### config.mk
export PLATFORM = sky130hd
export DESIGN_NAME = tx_dma_loader
export DESIGN_NICKNAME = d
export VERILOG_FILES = /design/src/rtl/chiplet_types_pkg.sv /design/src/rtl/tx_dma_loader.sv
export SDC_FILE = /design/constraint.sdc
export NUM_CORES = 1
export LEC_CHECK = 0
export ABC_CLOCK_PERIOD_IN_PS = 3500
export CORE_UTILIZATION = 31
export CTS_CLUSTER_SIZE = 14
export DETAILED_ROUTE_END_ITERATION = 10
export GPL_TIMING_DRIVEN = 0
export PLACE_DENSITY = 0.67
export SYNTH_ARGS = -nofsm -noshare
export SYNTH_HDL_FRONTEND = slang
export SYNTH_SLANG_ARGS = --single-unit
### constraint.sdc
create_clock -name clk -period 3.5 [get_ports clk]
set_clock_uncertainty 0.05 [all_clocks]
set_input_delay 0.7 -clock clk [delete_from_list [all_inputs] [get_ports clk]]
set_output_delay 0.7 -clock clk [all_outputs]
set_load 0.005 [all_outputs]
### src/rtl/chiplet_types_pkg.sv
// rtl/chiplet_types_pkg.sv - endpoint register map and TX DMA loader state type
package chiplet_types_pkg;

  // Endpoint register map, shared with the endpoint itself
  localparam logic [31:0] TX_SEND_ADDR        = 32'h0000_1004;
  localparam logic [31:0] TX_CACHE_START_ADDR = 32'h0000_2000;
  localparam logic [31:0] PKT_ADDR_BASE       = 32'h0000_0000;

  typedef enum logic [2:0] {
    IDLE,
    DATA,
    SET_PTR,
    SEND,
    DONE,
    ERR
  } dma_state_t;

endpackage

### src/rtl/tx_dma_loader.sv
// rtl/tx_dma_loader.sv - turns a streamed packet plus descriptor into endpoint TX register writes
module tx_dma_loader
  import chiplet_types_pkg::*;
#(
  parameter int NUM_MSGS        = 4,
  parameter int CACHE_NUM_WORDS = 128,
  parameter int MAX_LEN_W       = 8,
  localparam int MSG_W          = $clog2(NUM_MSGS),
  localparam int OFF_W          = $clog2(4 * CACHE_NUM_WORDS)
) (
  input  logic                 clk,
  input  logic                 n_rst,
  input  logic                 start,
  input  logic [MSG_W-1:0]     msg_id,
  input  logic [OFF_W-1:0]     cache_offset,
  input  logic [MAX_LEN_W-1:0] num_words,
  input  logic                 data_valid,
  input  logic [31:0]          data,
  output logic                 data_ready,
  output logic [31:0]          bus_addr,
  output logic                 bus_wen,
  output logic                 bus_ren,
  output logic [31:0]          bus_wdata,
  output logic [3:0]           bus_strobe,
  input  logic [31:0]          bus_rdata,
  input  logic                 bus_error,
  input  logic                 bus_request_stall,
  output logic                 busy,
  output logic                 done,
  output logic                 err
);

  localparam logic [31:0]          CACHE_BYTES = 32'(4 * CACHE_NUM_WORDS);
  localparam logic [MAX_LEN_W-1:0] LEN_ONE     = MAX_LEN_W'(1);

  dma_state_t           state_q, state_d;
  logic [OFF_W-1:0]     off_q, off_d;
  logic [MSG_W-1:0]     msg_q, msg_d;
  logic [MAX_LEN_W-1:0] len_q, len_d;
  logic [MAX_LEN_W-1:0] idx_q, idx_d;

  logic [OFF_W-1:0]     off_aligned;
  logic [31:0]          desc_end;
  logic                 unused_inputs;

  // The cache is word addressed, so the byte offset is forced to a word boundary
  assign off_aligned   = {cache_offset[OFF_W-1:2], 2'b00};
  assign desc_end      = 32'(off_aligned) + 32'({num_words, 2'b00});
  assign unused_inputs = ^{bus_rdata, cache_offset[1:0]};

  assign bus_ren    = 1'b0;
  assign bus_strobe = bus_wen ? 4'hF : 4'h0;
  assign busy       = n_rst && (state_q != IDLE);

  // Next state, latched descriptor fields and bus outputs; outputs are quiet while in reset
  always_comb begin
    state_d    = state_q;
    off_d      = off_q;
    msg_d      = msg_q;
    len_d      = len_q;
    idx_d      = idx_q;
    data_ready = 1'b0;
    bus_addr   = 32'h0;
    bus_wen    = 1'b0;
    bus_wdata  = 32'h0;
    done       = 1'b0;
    err        = 1'b0;
    if (n_rst) begin
      case (state_q)
        IDLE: begin
          if (start) begin
            if (desc_end > CACHE_BYTES) begin
              state_d = ERR;
            end else begin
              off_d   = off_aligned;
              msg_d   = msg_id;
              len_d   = num_words;
              idx_d   = '0;
              state_d = (num_words == '0) ? SET_PTR : DATA;
            end
          end
        end
        DATA: begin
          bus_wen    = data_valid;
          bus_addr   = TX_CACHE_START_ADDR + 32'(off_q) + 32'({idx_q, 2'b00});
          bus_wdata  = data;
          // An errored word is still taken from the stream
          data_ready = data_valid & ~bus_request_stall;
          if (data_valid && !bus_request_stall) begin
            if (bus_error) begin
              state_d = ERR;
            end else begin
              idx_d = idx_q + LEN_ONE;
              if (idx_q == len_q - LEN_ONE) state_d = SET_PTR;
            end
          end
        end
        SET_PTR: begin
          bus_wen   = 1'b1;
          bus_addr  = PKT_ADDR_BASE + 32'({msg_q, 2'b00});
          bus_wdata = 32'(off_q);
          if (!bus_request_stall) state_d = bus_error ? ERR : SEND;
        end
        SEND: begin
          bus_wen   = 1'b1;
          bus_addr  = TX_SEND_ADDR;
          bus_wdata = 32'(msg_q);
          if (!bus_request_stall) state_d = bus_error ? ERR : DONE;
        end
        DONE: begin
          done    = 1'b1;
          state_d = IDLE;
        end
        ERR: begin
          err     = 1'b1;
          state_d = IDLE;
        end
        default: state_d = IDLE;
      endcase
    end
  end

  // State and descriptor registers with synchronous active-low reset
  always_ff @(posedge clk) begin
    if (!n_rst) begin
      state_q <= IDLE;
      off_q   <= '0;
      msg_q   <= '0;
      len_q   <= '0;
      idx_q   <= '0;
    end else begin
      state_q <= state_d;
      off_q   <= off_d;
      msg_q   <= msg_d;
      len_q   <= len_d;
      idx_q   <= idx_d;
    end
  end

endmodule

==> summary.log, run 1 <==
qor: yosys.synth.top_cell.area_share 0.193
qor: power.power.density 313 mW/mm2
qor: hold_path.worst_hold_startpoint off_q[2]$_SDFFE_PN0P_
qor: cts.clk_pin_slew 100 ps
qor: cts.cts_tree done
qor: final_layout.final_cells 617
qor: power.netSwitchingFraction 0.369
qor: route.drtIter0Drc 120
qor: cts.ctsLongestPathBuffers 2
qor: sta.setup_repair_after_global_routing_missed_its_margin true
qor: final_layout.antenna_cells_inserted 0
qor: yosys.synthTopCellsByArea sky130_fd_sc_hd__dfxtp_1 19%, sky130_fd_sc_hd__ha_1 6.9%, sky130_fd_sc_hd__buf_4 6.7%
qor: sta.timing.max_slew.rel_slack 0.641
qor: sta.finalHoldViolCount 0
qor: sta.timing.final.setup_violations 0
qor: yosys.netlist_area 0.00290 mm2
qor: cts.cts.hold.buffers_added 0
qor: worst_setup_path.regToRegSetupSlack 1240 ps
qor: yosys.synth-warning-count 0
qor: route.ant_nets 0
qor: yosys.yosys-top-cells-count 31 x sky130_fd_sc_hd__nor2_1, 30 x sky130_fd_sc_hd__nand2_1, 28 x sky130_fd_sc_hd__dfxtp_1
qor: floorplan.fp.dieArea 0.00975 mm2
qor: worst_setup_path.maximum_fanout_encountered_on_the_critical_timing_path 4
qor: global_routing.grt_use_total 0.179
qor: worst_setup_path.critical_path.endpoint_type output pin
qor: sta.max_slew.worst_pin.slew 525 ps
qor: worst_setup_path.crit_path_start_kind register
qor: route.wl_met1 3.75 mm
qor: place.preCtsSetupSlack -343 ps
qor: place.io_buffers 106
qor: power.fin_total_pwr 1.34 mW
qor: yosys.synthFlopType sky130_fd_sc_hd__dfxtp_1
qor: final_layout.finalInstanceArea 0.00430 mm2
qor: yosys.netlist.top_cell.by_area sky130_fd_sc_hd__dfxtp_1
qor: cts.ctsHtreeMaxLevel 1
qor: power.max-vdd-ir-drop 0.000166 V
qor: cts.tritoncts_num_sinks 28
qor: worst_setup_path.worstReg2RegEnd state_q[0]$_SDFFE_PN0P_
qor: worst_setup_path.critPathArrivalTime 2670 ps
qor: route.total_routed_length 8.90 mm
qor: yosys.synth.ff_latch_count 28
qor: route.drt-wirelength-per-cell 14.4 um
qor: yosys.yosys.cell_types.count 55
qor: worst_setup_path.critPathRequiredTime 2750 ps
qor: sta.holdWs 433 ps
qor: floorplan.floorplan.initialDensity 0.326
qor: floorplan.row_count 34
qor: yosys.synth-async-reset-ratio 0
qor: yosys.post_synth.cell_area_avg 7.72 um2
qor: hold_path.hold_path_depth 2
qor: final_layout.layout-area-overhead-vs-synth 48.1%
qor: route.maxUsedRoutingLayer met4
qor: place.detailedPlacementHpwl 7.27 mm
qor: power.combinationalPowerShare 0.517
qor: power.p_int 0.848 mW
qor: route.met3WireLength 624 um
qor: route.drt_drc_violations_left 0
qor: route.route.met2.wl 4.43 mm
qor: sta.post-route-min-period 3420 ps
qor: worst_setup_path.worst_r2r_startpoint len_q[0]$_SDFFE_PN0P_
qor: yosys.synth.yosys.seq_area_share 0.193
qor: cts.clock-root-buffer sky130_fd_sc_hd__clkbuf_8
qor: power.seq_power_share 0.288
qor: run_status.status finished, final reports clean
qor: global_routing.grt_pass1_wl 14.0 mm
qor: worst_setup_path.worst_r2r_path_depth 9
qor: final_layout.layout_cell_share_with_drive_strength_beyond_1 0.171
qor: yosys.synth_edf_count 0
qor: global_routing.grt_antenna_before_repair 0
qor: route.via_count 3123
qor: place.global_placement_routability_congestion 0.894
qor: sta.period_share 0.976
qor: final_layout.final_util 0.484
qor: place.placed_cell_area 0.00418 mm2
qor: cts.numCtsBuffers 3
qor: sta.fmax 293 MHz
qor: sta.least_setup_slack_across_all_paths_after_layout 83.9 ps
qor: power.switchingPower 0.496 mW
qor: global_routing.grt_remaining_overflow 0
qor: floorplan.die_h 98.8 um
qor: route.vias_per_cell 5.06
qor: final_layout.num-nets-final 617
qor: floorplan.core_area 0.00889 mm2
qor: power.power_frac_clock 0.195
qor: sta.fin_tns_setup 0 ps
qor: yosys.yosys.cell_count.top_type sky130_fd_sc_hd__nor2_1
qor: hold_path.classification_of_the_worst_slack_hold_path register to register
qor: global_routing.maximum_number_of_pins_on_one_net_before_global_route_repair 17
qor: hold_path.hold_path_endpoint off_q[2]$_SDFFE_PN0P_
qor: place.place.detailed.instances 611
qor: yosys.postSynthCellCount 376
qor: sta.drv_slew 0
qor: power.cellLeakagePower 1.81 nW
qor: cts.clock_latency 290 ps
qor: route.drt_pass1_iterations 4
qor: flow_run.drv_cap 0
qor: floorplan.floorplan.die.width 98.8 um
qor: worst_setup_path.path_type_of_the_worst_setup_path register to output pin
qor: global_routing.grt_pass1_vias 2880
qor: floorplan.design.portCount 163
critical path, cell delays in order (launching register included):
cell	delay (ps)
sky130_fd_sc_hd__dfxtp_4	380
sky130_fd_sc_hd__ha_1	220
sky130_fd_sc_hd__fa_2	360
sky130_fd_sc_hd__a21o_1	160
sky130_fd_sc_hd__a21o_1	200
sky130_fd_sc_hd__a21o_1	210
sky130_fd_sc_hd__a21oi_2	150
sky130_fd_sc_hd__nor2b_1	70
sky130_fd_sc_hd__o211a_1	200
sky130_fd_sc_hd__clkdlybuf4s50_1	440
cells in the final DEF, fill, tap and decap left out, types with 19 or more instances in the layout:
cell type,Yosys,final
sky130_fd_sc_hd__a21oi_1,20,19
sky130_fd_sc_hd__and3_1,25,25
sky130_fd_sc_hd__buf_4,26,28
sky130_fd_sc_hd__clkdlybuf4s50_1,0,104
sky130_fd_sc_hd__conb_1,1,22
sky130_fd_sc_hd__dfxtp_1,28,23
sky130_fd_sc_hd__nand2_1,30,29
sky130_fd_sc_hd__nor2_1,31,30
sky130_fd_sc_hd__o21ai_2,18,19
metal layers:
layer	vias to the layer above	GRT usage
met2	128	0.334
met4	0	0.0356
met3	7	0.0255
met1	1414	0.217
li1	1574	-
met5	-	0
layout make-up:
| class | instances | area, um2 |
|---|---|---|
| buffer | 49 | 308 |
| clock buffer | 3 | 41.3 |
| clock inverter | 1 | 30.0 |
| fill | 890 | 4590 |
| inverter | 6 | 22.5 |
| multi-input combinational | 314 | 2110 |
| sequential | 28 | 572 |
| tap | 108 | 135 |
| timing repair buffer | 108 | 1080 |
power groups by stage:
stage | clock network [mW] | registers, mW | logic (mW)
finish | 0.262 | 0.387 | 0.694
global route | 0.284 | 0.393 | 0.761
CTS | 0.269 | 0.388 | 0.682
detailed placement | 0 | 0.395 | 0.679
global placement | 0 | 0.394 | 0.668
floorplan | 0 | 0.380 | 0.430
registers in the layout, summed over array words and instances (netlist names):
| name | count |
|---|---|
| len_q | 8 |
| idx_q | 8 |
| state_q | 3 |
| msg_q | 2 |
| off_q | 7 |
worst max path at each step:
stage / slack, ps / depth (start not counted) / end / startpoint
after floorplan: 560 / 10 / len_q[2]$_SDFFE_PN0P_ / cache_offset[2]
after global placement: -290 / 11 / off_q[8]$_SDFFE_PN0P_ / num_words[0]
after detailed placement: -340 / 11 / len_q[7]$_SDFFE_PN0P_ / num_words[0]
after CTS: 10 / 9 / bus_addr[9] / off_q[3]$_SDFFE_PN0P_
after global routing: -20 / 9 / bus_addr[10] / idx_q[0]$_SDFFE_PN0P_
final: 80 / 9 / bus_addr[10] / idx_q[0]$_SDFFE_PN0P_
kinds of logic after synthesis:
| group | Yosys count | synth area share |
|---|---|---|
| AO/OA/AOI/OAI | 90 | 0.234 |
| XOR/XNOR | 15 | 0.0453 |
| adder cells (fa/ha/maj) | 18 | 0.0828 |
| buffers and inverters | 55 | 0.113 |
| flip-flops | 28 | 0.193 |
| multiplexers | 4 | 0.0138 |
| other | 1 | 0.00129 |
| AND/OR/NAND/NOR | 165 | 0.317 |
timing repair:
item / 4_1_cts / 5_1_grt
resized for setup: 7 / 12
endpoints found under the setup margin: 24 / 41
pin swaps: 0 / 1
setup buffers: 0 / 2
gates cloned: 0 / 0
Power figures use the tool's default switching activity.
==> run 2: changes to the inputs <==
--- a/config.mk
+++ b/config.mk
@@ -5,7 +5,7 @@
 export SDC_FILE = /design/constraint.sdc
 export NUM_CORES = 1
 export LEC_CHECK = 0
-export ABC_CLOCK_PERIOD_IN_PS = 3500
+export ABC_CLOCK_PERIOD_IN_PS = 4270
 export CORE_UTILIZATION = 31
 export CTS_CLUSTER_SIZE = 14
 export DETAILED_ROUTE_END_ITERATION = 10
==> constraint.sdc (replaced) <==
create_clock -name clk -period 4.27 [get_ports clk]
set_clock_uncertainty 0.05 [all_clocks]
set_input_delay 0.854 -clock clk [delete_from_list [all_inputs] [get_ports clk]]
set_output_delay 0.854 -clock clk [all_outputs]
set_load 0.005 [all_outputs]
==> run 2 against run 1 <==
- wire length shrank 0.85%
- setup slack better by 240 ps
- clock power decreased by 17%
- register-to-register slack better by 730 ps
- largest cell class unchanged
- count of clock-buffer cells in the layout stayed put
- core utilization shrank 0.56 points
- total power fell by 19%
- die area did not move
- critical path depth down 2
- sequential power is 18% lower
- via count down 0.29%
==> summary.log, run 2 (same netlist as run 1, synthesis figures left out) <==
qor: sta.least_setup_slack_across_all_paths_after_layout 328 ps [+244 ps]
qor: cts.numCtsBuffers 3 [unchanged]
qor: route.ant_nets 0 [unchanged]
qor: global_routing.grt_pass1_vias 2881 [+0.035%]
qor: route.drt_drc_violations_left 0 [unchanged]
qor: worst_setup_path.path_type_of_the_worst_setup_path input port to output pin
qor: sta.post-route-min-period 3940 ps
qor: sta.fin_tns_setup 0 ps [unchanged]
qor: sta.setup_repair_after_global_routing_missed_its_margin false
qor: route.drtIter0Drc 103 [-14%]
qor: final_layout.layout_commonest_cell sky130_fd_sc_hd__clkdlybuf4s50_1
qor: cts.clock_latency 290 ps [about the same]
qor: worst_setup_path.worstReg2RegEnd state_q[0]$_SDFFE_PN0P_
qor: cts.clock-root-buffer sky130_fd_sc_hd__clkbuf_8
qor: worst_setup_path.critPathRequiredTime 3370 ps [+620 ps]
qor: run_status.status finished, final reports clean
qor: global_routing.grt_remaining_overflow 0 [unchanged]
qor: worst_setup_path.path_cells clkdlybuf4s50_1 -> clkbuf_1 -> nand2b_1 -> clkbuf_1 -> nor2_1 -> buf_4 -> clkdlybuf4s50_1
qor: place.preCtsSetupSlack 273 ps [+616 ps]
qor: flow_run.drv_cap 0 [unchanged]
qor: sta.finalHoldViolCount 0 [unchanged]
qor: floorplan.core_area 0.00889 mm2 [unchanged]
qor: global_routing.maximum_number_of_pins_on_one_net_before_global_route_repair 17 [unchanged]
qor: final_layout.layout-area-overhead-vs-synth 46.4%
qor: route.drt_pass1_iterations 4 [unchanged]
qor: final_layout.layout_cell_share_with_drive_strength_beyond_1 0.144 [-0.0269]
qor: worst_setup_path.crit_path_start_kind input port
qor: global_routing.grt_pass1_wl 14.0 mm [-0.19%]
qor: final_layout.num-nets-final 615 [-0.32%]
qor: sta.max_slew.worst_pin.slew 627 ps [+103 ps]
qor: worst_setup_path.worst_r2r_startpoint len_q[0]$_SDFFE_PN0P_
qor: worst_setup_path.critical-path-top-delay-family buffers and inverters
qor: power.cellLeakagePower 1.77 nW [-2.4%]
qor: place.io_buffers 106 [unchanged]
qor: floorplan.floorplan.die.width 98.8 um [unchanged]
qor: sta.period_share 0.923
qor: route.vias_per_cell 5.06 [about the same]
qor: sta.drv_slew 0 [unchanged]
qor: floorplan.die_h 98.8 um [unchanged]
qor: route.via_count 3114 [-0.29%]
qor: hold_path.hold_path_depth 2 [unchanged]
qor: cts.cts_tree done
qor: sta.timing.max_slew.rel_slack 0.578 [-0.0637]
qor: sta.fmax 254 MHz
qor: cts.cts.hold.buffers_added 0 [unchanged]
qor: route.total_routed_length 8.82 mm [-0.85%]
qor: final_layout.seqCellArea 561 um2 [-2.0%]
qor: final_layout.n_fill_cell 897 [+0.79%]
qor: worst_setup_path.critPathArrivalTime 3040 ps [+370 ps]
qor: final_layout.antenna_cells_inserted 0 [unchanged]
qor: cts.ctsLongestPathBuffers 2 [unchanged]
qor: sta.timing.final.setup_violations 0 [unchanged]
qor: worst_setup_path.critical_path.endpoint_type output pin
qor: place.place.detailed.instances 611 [unchanged]
qor: sta.holdWs 447 ps [+14.5 ps]
qor: hold_path.worst_hold_startpoint len_q[7]$_SDFFE_PN0P_
qor: cts.number_of_cells_upsized_or_downsized_after_cts 0 [-7]
qor: route.drt-wirelength-per-cell 14.3 um [-0.53%]
qor: cts.post_cts_buffers 0 [unchanged]
qor: worst_setup_path.critical_path.slowest_cell sky130_fd_sc_hd__clkdlybuf4s50_1
qor: final_layout.multi_input_comb_area 0.00209 mm2 [-0.95%]
qor: global_routing.grt_use_total 0.178 [-0.000629]
qor: place.detailedPlacementHpwl 7.27 mm [unchanged]
qor: worst_setup_path.regToRegSetupSlack 1970 ps [+730 ps]
qor: global_routing.grt_antenna_before_repair 0 [unchanged]
qor: floorplan.design.portCount 163 [unchanged]
qor: final_layout.final_cells 615 [-0.32%]
qor: floorplan.fp.dieArea 0.00975 mm2 [unchanged]
qor: worst_setup_path.cp_peak_stage_delay 490 ps [+50 ps]
qor: cts.tritoncts_num_sinks 28 [unchanged]
qor: final_layout.largest_registers idx_q: 8 flops, len_q: 8 flops, off_q: 7 flops
qor: power.power.density 257 mW/mm2 [-18%]
qor: worst_setup_path.worst_r2r_path_depth 9 [unchanged]
qor: hold_path.hold_path_endpoint len_q[7]$_SDFFE_PN0P_
qor: worst_setup_path.maximum_fanout_encountered_on_the_critical_timing_path 10 [+6]
qor: cts.ctsHtreeMaxLevel 1 [unchanged]
qor: cts.clk_pin_slew 110 ps [about the same]
qor: floorplan.floorplan.initialDensity 0.326 [unchanged]
qor: hold_path.classification_of_the_worst_slack_hold_path register to register
qor: power.max-vdd-ir-drop 0.000137 V [-17%]
qor: worst_setup_path.path_buf_inv 5 [+4]
qor: floorplan.row_count 34 [unchanged]
qor: final_layout.most-common-layout-cells 106 x sky130_fd_sc_hd__clkdlybuf4s50_1, 31 x sky130_fd_sc_hd__nor2_1, 30 x sky130_fd_sc_hd__nand2_1
qor: place.global_placement_routability_congestion 0.894 [unchanged]
run 2: cell count changes in the layout (fill, tap and decap cells not counted), moves of 2 or more:
cell | previous run | this run
sky130_fd_sc_hd__buf_4 | 28 | 26
sky130_fd_sc_hd__clkbuf_1 | 16 | 18
sky130_fd_sc_hd__clkbuf_2 | 2 | 0
sky130_fd_sc_hd__clkdlybuf4s50_1 | 104 | 106
sky130_fd_sc_hd__dfxtp_1 | 23 | 28
sky130_fd_sc_hd__dfxtp_2 | 3 | 0
sky130_fd_sc_hd__dfxtp_4 | 2 | 0
run 2: tightest hold or removal path, cell delays in order, from the launching register on:
cell and delay [ps]:
sky130_fd_sc_hd__dfxtp_1 350, sky130_fd_sc_hd__nand3_2 70, sky130_fd_sc_hd__o21ai_2 50
run 2: final cells by class:
class,instances,share of cell area
timing repair buffer,106,0.250
clock inverter,1,0.00707
multi-input combinational,314,0.493
tap,108,0.0318
inverter,6,0.00530
buffer,49,0.0718
sequential,28,0.132
clock buffer,3,0.00972
run 2: power by group:
part / switching, mW / internal, mW / leakage, nW
logic: 0.279 / 0.278 / 1.51
registers: 0.0324 / 0.285 / 0.227
clock network: 0.0914 / 0.126 / 0.0357
total: 0.403 / 0.689 / 1.77
run 2: metal layers:
layer / part of all wire / vias up / global-route usage
li1: - / 1575 / -
met1: 0.43 / 1411 / 0.217
met2: 0.49 / 121 / 0.332
met3: 0.065 / 7 / 0.0255
met4: 0.011 / 0 / 0.0356
met5: 0 / - / 0
run 2: worst max path at each step:
stage | slack [ps] | cells past startpoint | startpoint | to
after floorplan | 1180 | 10 | cache_offset[2] | len_q[2]$_SDFFE_PN0P_
after global placement | 320 | 11 | num_words[0] | off_q[8]$_SDFFE_PN0P_
after detailed placement | 270 | 11 | num_words[0] | len_q[7]$_SDFFE_PN0P_
after CTS | 310 | 7 | n_rst | bus_strobe[3]
after global routing | 120 | 7 | n_rst | bus_strobe[3]
final | 330 | 7 | n_rst | bus_strobe[3]
run 2: stage by stage:
step,cell area [um2],power (mW),utilization
finish,4250,1.09,0.478
global route,4250,1.17,0.478
CTS,4250,1.10,0.478
detailed placement,4180,0.880,0.470
global placement,4180,0.871,0.470
floorplan,2980,0.664,-
==> run 3: changes to the inputs <==
--- a/config.mk
+++ b/config.mk
@@ -5,7 +5,8 @@
 export SDC_FILE = /design/constraint.sdc
 export NUM_CORES = 1
 export LEC_CHECK = 0
-export ABC_CLOCK_PERIOD_IN_PS = 4270
+export ABC_CLOCK_PERIOD_IN_PS = 3640
+export CAP_MARGIN = 10
 export CORE_UTILIZATION = 31
 export CTS_CLUSTER_SIZE = 14
 export DETAILED_ROUTE_END_ITERATION = 10
==> constraint.sdc (replaced) <==
create_clock -name clk -period 3.64 [get_ports clk]
set_clock_uncertainty 0.05 [all_clocks]
set_input_delay 0.728 -clock clk [delete_from_list [all_inputs] [get_ports clk]]
set_output_delay 0.728 -clock clk [all_outputs]
set_load 0.005 [all_outputs]
==> run 3 against run 2 <==
- sequential cell count stayed put
- cell count stayed put
- hold slack got worse by 1.0 ps
- non-clock buffer count is the same
- first-iteration DRC count increased by 9.7%
- setup slack got worse by 200 ps
- count of clock-buffer cells in the layout unchanged
- highest routed layer unchanged
==> summary.log, run 3 (same netlist as run 1, synthesis figures left out) <==
qor: run_status.status finished, final reports clean
qor: final_layout.finalInstanceArea 0.00426 mm2 [+0.35%]
qor: sta.drv_slew 0 [unchanged]
qor: route.drt_pass1_iterations 4 [unchanged]
qor: global_routing.grt_pass1_wl 14.0 mm [unchanged]
qor: sta.max_slew.worst_pin.slew 561 ps [-66.0 ps]
qor: global_routing.grt_pass1_vias 2881 [unchanged]
qor: place.placed_cell_area 0.00418 mm2 [unchanged]
qor: final_layout.antenna_cells_inserted 0 [unchanged]
qor: global_routing.grt_use_total 0.178 [unchanged]
qor: route.vias_per_cell 5.02 [-0.87%]
qor: floorplan.die_h 98.8 um [unchanged]
qor: final_layout.num-nets-final 615 [unchanged]
qor: power.power.density 301 mW/mm2 [+17%]
qor: route.ant_nets 0 [unchanged]
qor: worst_setup_path.cp-endpoint bus_addr[9]
qor: place.global_placement_routability_congestion 0.894 [unchanged]
qor: final_layout.most-common-layout-cells 105 x sky130_fd_sc_hd__clkdlybuf4s50_1, 30 x sky130_fd_sc_hd__nor2_1, 29 x sky130_fd_sc_hd__nand2_1
qor: floorplan.floorplan.die.width 98.8 um [unchanged]
qor: worst_setup_path.critPathRequiredTime 2860 ps [-510 ps]
qor: flow_run.drv_cap 0 [unchanged]
qor: floorplan.row_count 34 [unchanged]
qor: cts.clk_pin_slew 100 ps [about the same]
qor: final_layout.layout-area-overhead-vs-synth 46.9%
qor: worst_setup_path.worst_r2r_path_depth 9 [unchanged]
qor: place.detailedPlacementHpwl 7.27 mm [unchanged]
qor: worst_setup_path.critical_path.endpoint_type output pin
qor: cts.ctsHtreeMaxLevel 1 [unchanged]
qor: final_layout.n_fill_cell 897 [unchanged]
qor: floorplan.core_area 0.00889 mm2 [unchanged]
qor: sta.fmax 285 MHz
qor: worst_setup_path.critPathArrivalTime 2740 ps [-300 ps]
qor: cts.clock_latency 290 ps [about the same]
qor: route.drtIter0Drc 113 [+9.7%]
qor: worst_setup_path.crit_path_start_kind register
qor: cts.ctsLongestPathBuffers 2 [unchanged]
qor: global_routing.grt_remaining_overflow 0 [unchanged]
qor: cts.cts_tree done
qor: cts.post_cts_buffers 0 [unchanged]
qor: route.via_count 3087 [-0.87%]
qor: floorplan.design.portCount 163 [unchanged]
qor: sta.finalHoldViolCount 0 [unchanged]
qor: route.drt_drc_violations_left 0 [unchanged]
qor: sta.period_share 0.965
qor: worst_setup_path.timing_startpoint_of_the_critical_path off_q[3]$_SDFFE_PN0P_
qor: final_layout.layout_commonest_cell sky130_fd_sc_hd__clkdlybuf4s50_1
qor: sta.timing.max_slew.rel_slack 0.616 [+0.0388]
qor: sta.post-route-min-period 3510 ps
qor: sta.timing.final.setup_violations 0 [unchanged]
qor: hold_path.classification_of_the_worst_slack_hold_path register to register
qor: final_layout.layout_cell_share_with_drive_strength_beyond_1 0.158 [+0.0138]
qor: hold_path.worst_hold_startpoint off_q[4]$_SDFFE_PN0P_
qor: worst_setup_path.worst_r2r_startpoint len_q[0]$_SDFFE_PN0P_
qor: final_layout.largest_registers idx_q: 8 flops, len_q: 8 flops, off_q: 7 flops
qor: place.io_buffers 106 [unchanged]
qor: worst_setup_path.maximum_fanout_encountered_on_the_critical_timing_path 4 [-6]
qor: power.cellLeakagePower 1.79 nW [+1.2%]
qor: place.place.detailed.instances 611 [unchanged]
qor: worst_setup_path.worstReg2RegEnd state_q[0]$_SDFFE_PN0P_
qor: floorplan.fp.dieArea 0.00975 mm2 [unchanged]
qor: worst_setup_path.path_type_of_the_worst_setup_path register to output pin
qor: global_routing.grt_antenna_before_repair 0 [unchanged]
qor: worst_setup_path.regToRegSetupSlack 1330 ps [-640 ps]
qor: route.total_routed_length 8.84 mm [+0.16%]
qor: cts.numCtsBuffers 3 [unchanged]
qor: final_layout.final_cells 615 [unchanged]
qor: global_routing.maximum_number_of_pins_on_one_net_before_global_route_repair 17 [unchanged]
qor: route.drt-wirelength-per-cell 14.4 um [+0.16%]
qor: cts.clock-root-buffer sky130_fd_sc_hd__clkbuf_8
qor: power.max-vdd-ir-drop 0.000161 V [+18%]
qor: floorplan.floorplan.initialDensity 0.326 [unchanged]
qor: cts.tritoncts_num_sinks 28 [unchanged]
[run 3: cell count changes in the layout (fill, tap and decap cells not counted), sizes merged]
cell           change
clkdlybuf4s50      -1
dlymetal6s2s       +1
[run 3: per-layer routing]
layer,share of wire,global-route usage
met1,0.42,0.217
met2,0.50,0.332
met3,0.068,0.0255
met4,0.012,0.0356
met5,0,0
[run 3: layout make-up]
cell class              instances  area, um2  share of cell area
multi-input cells             314       2100               0.493
repair buffers                106       1060               0.249
flip-flops and latches         28        564               0.132
plain buffers                  49        307              0.0719
well taps                     108        135              0.0317
clock buffers                   3       41.3             0.00968
clock inverters                 1       30.0             0.00704
inverters                       6       22.5             0.00528
[run 3: worst min path at each step]
stage / end / depth (start not counted) / slack (ps)
3_3_place_gp: len_q[7]$_SDFFE_PN0P_ / 2 / 420
2_1_floorplan: len_q[7]$_SDFFE_PN0P_ / 2 / 400
5_1_grt: off_q[4]$_SDFFE_PN0P_ / 2 / 470
6_report: off_q[4]$_SDFFE_PN0P_ / 2 / 450
3_5_place_dp: msg_q[1]$_SDFFE_PN0P_ / 2 / 440
4_1_cts: msg_q[1]$_SDFFE_PN0P_ / 2 / 450
[run 3: critical path, stage by stage, from the launching register on]
cell and delay (ps):
sky130_fd_sc_hd__dfxtp_1 480, sky130_fd_sc_hd__ha_1 280, sky130_fd_sc_hd__a21o_1 150, sky130_fd_sc_hd__a21oi_1 170
sky130_fd_sc_hd__nor2b_1 80, sky130_fd_sc_hd__o21a_1 200, sky130_fd_sc_hd__o41a_1 340, sky130_fd_sc_hd__xnor2_1 140
sky130_fd_sc_hd__nor2_1 100, sky130_fd_sc_hd__clkdlybuf4s50_1 510
[run 3: timing repair]
item / in CTS / in global routing
endpoints found under the hold margin: 0 / 0
setup endpoints to repair: 5 / 35
hold buffers: 0 / 0
resized for setup: 2 / 7
[run 3: metrics by stage]
step           power (mW)  utilization  hold slack (ps)  TNS, ps  setup slack, ps
2_1_floorplan       0.779            -              398        0              672
3_3_place_gp         1.02        0.470              424    -3490             -183
3_5_place_dp         1.03        0.470              436    -4950             -231
4_1_cts              1.29        0.478              452        0             18.7
5_1_grt              1.37        0.480              467   -0.896           -0.896
6_report             1.28        0.480              446        0              126
[run 3: power by group]
group	leakage, nW	switching [mW]	internal (mW)
clock	0.0357	0.108	0.148
sequential	0.229	0.0385	0.335
combinational	1.53	0.328	0.327
total	1.79	0.474	0.810
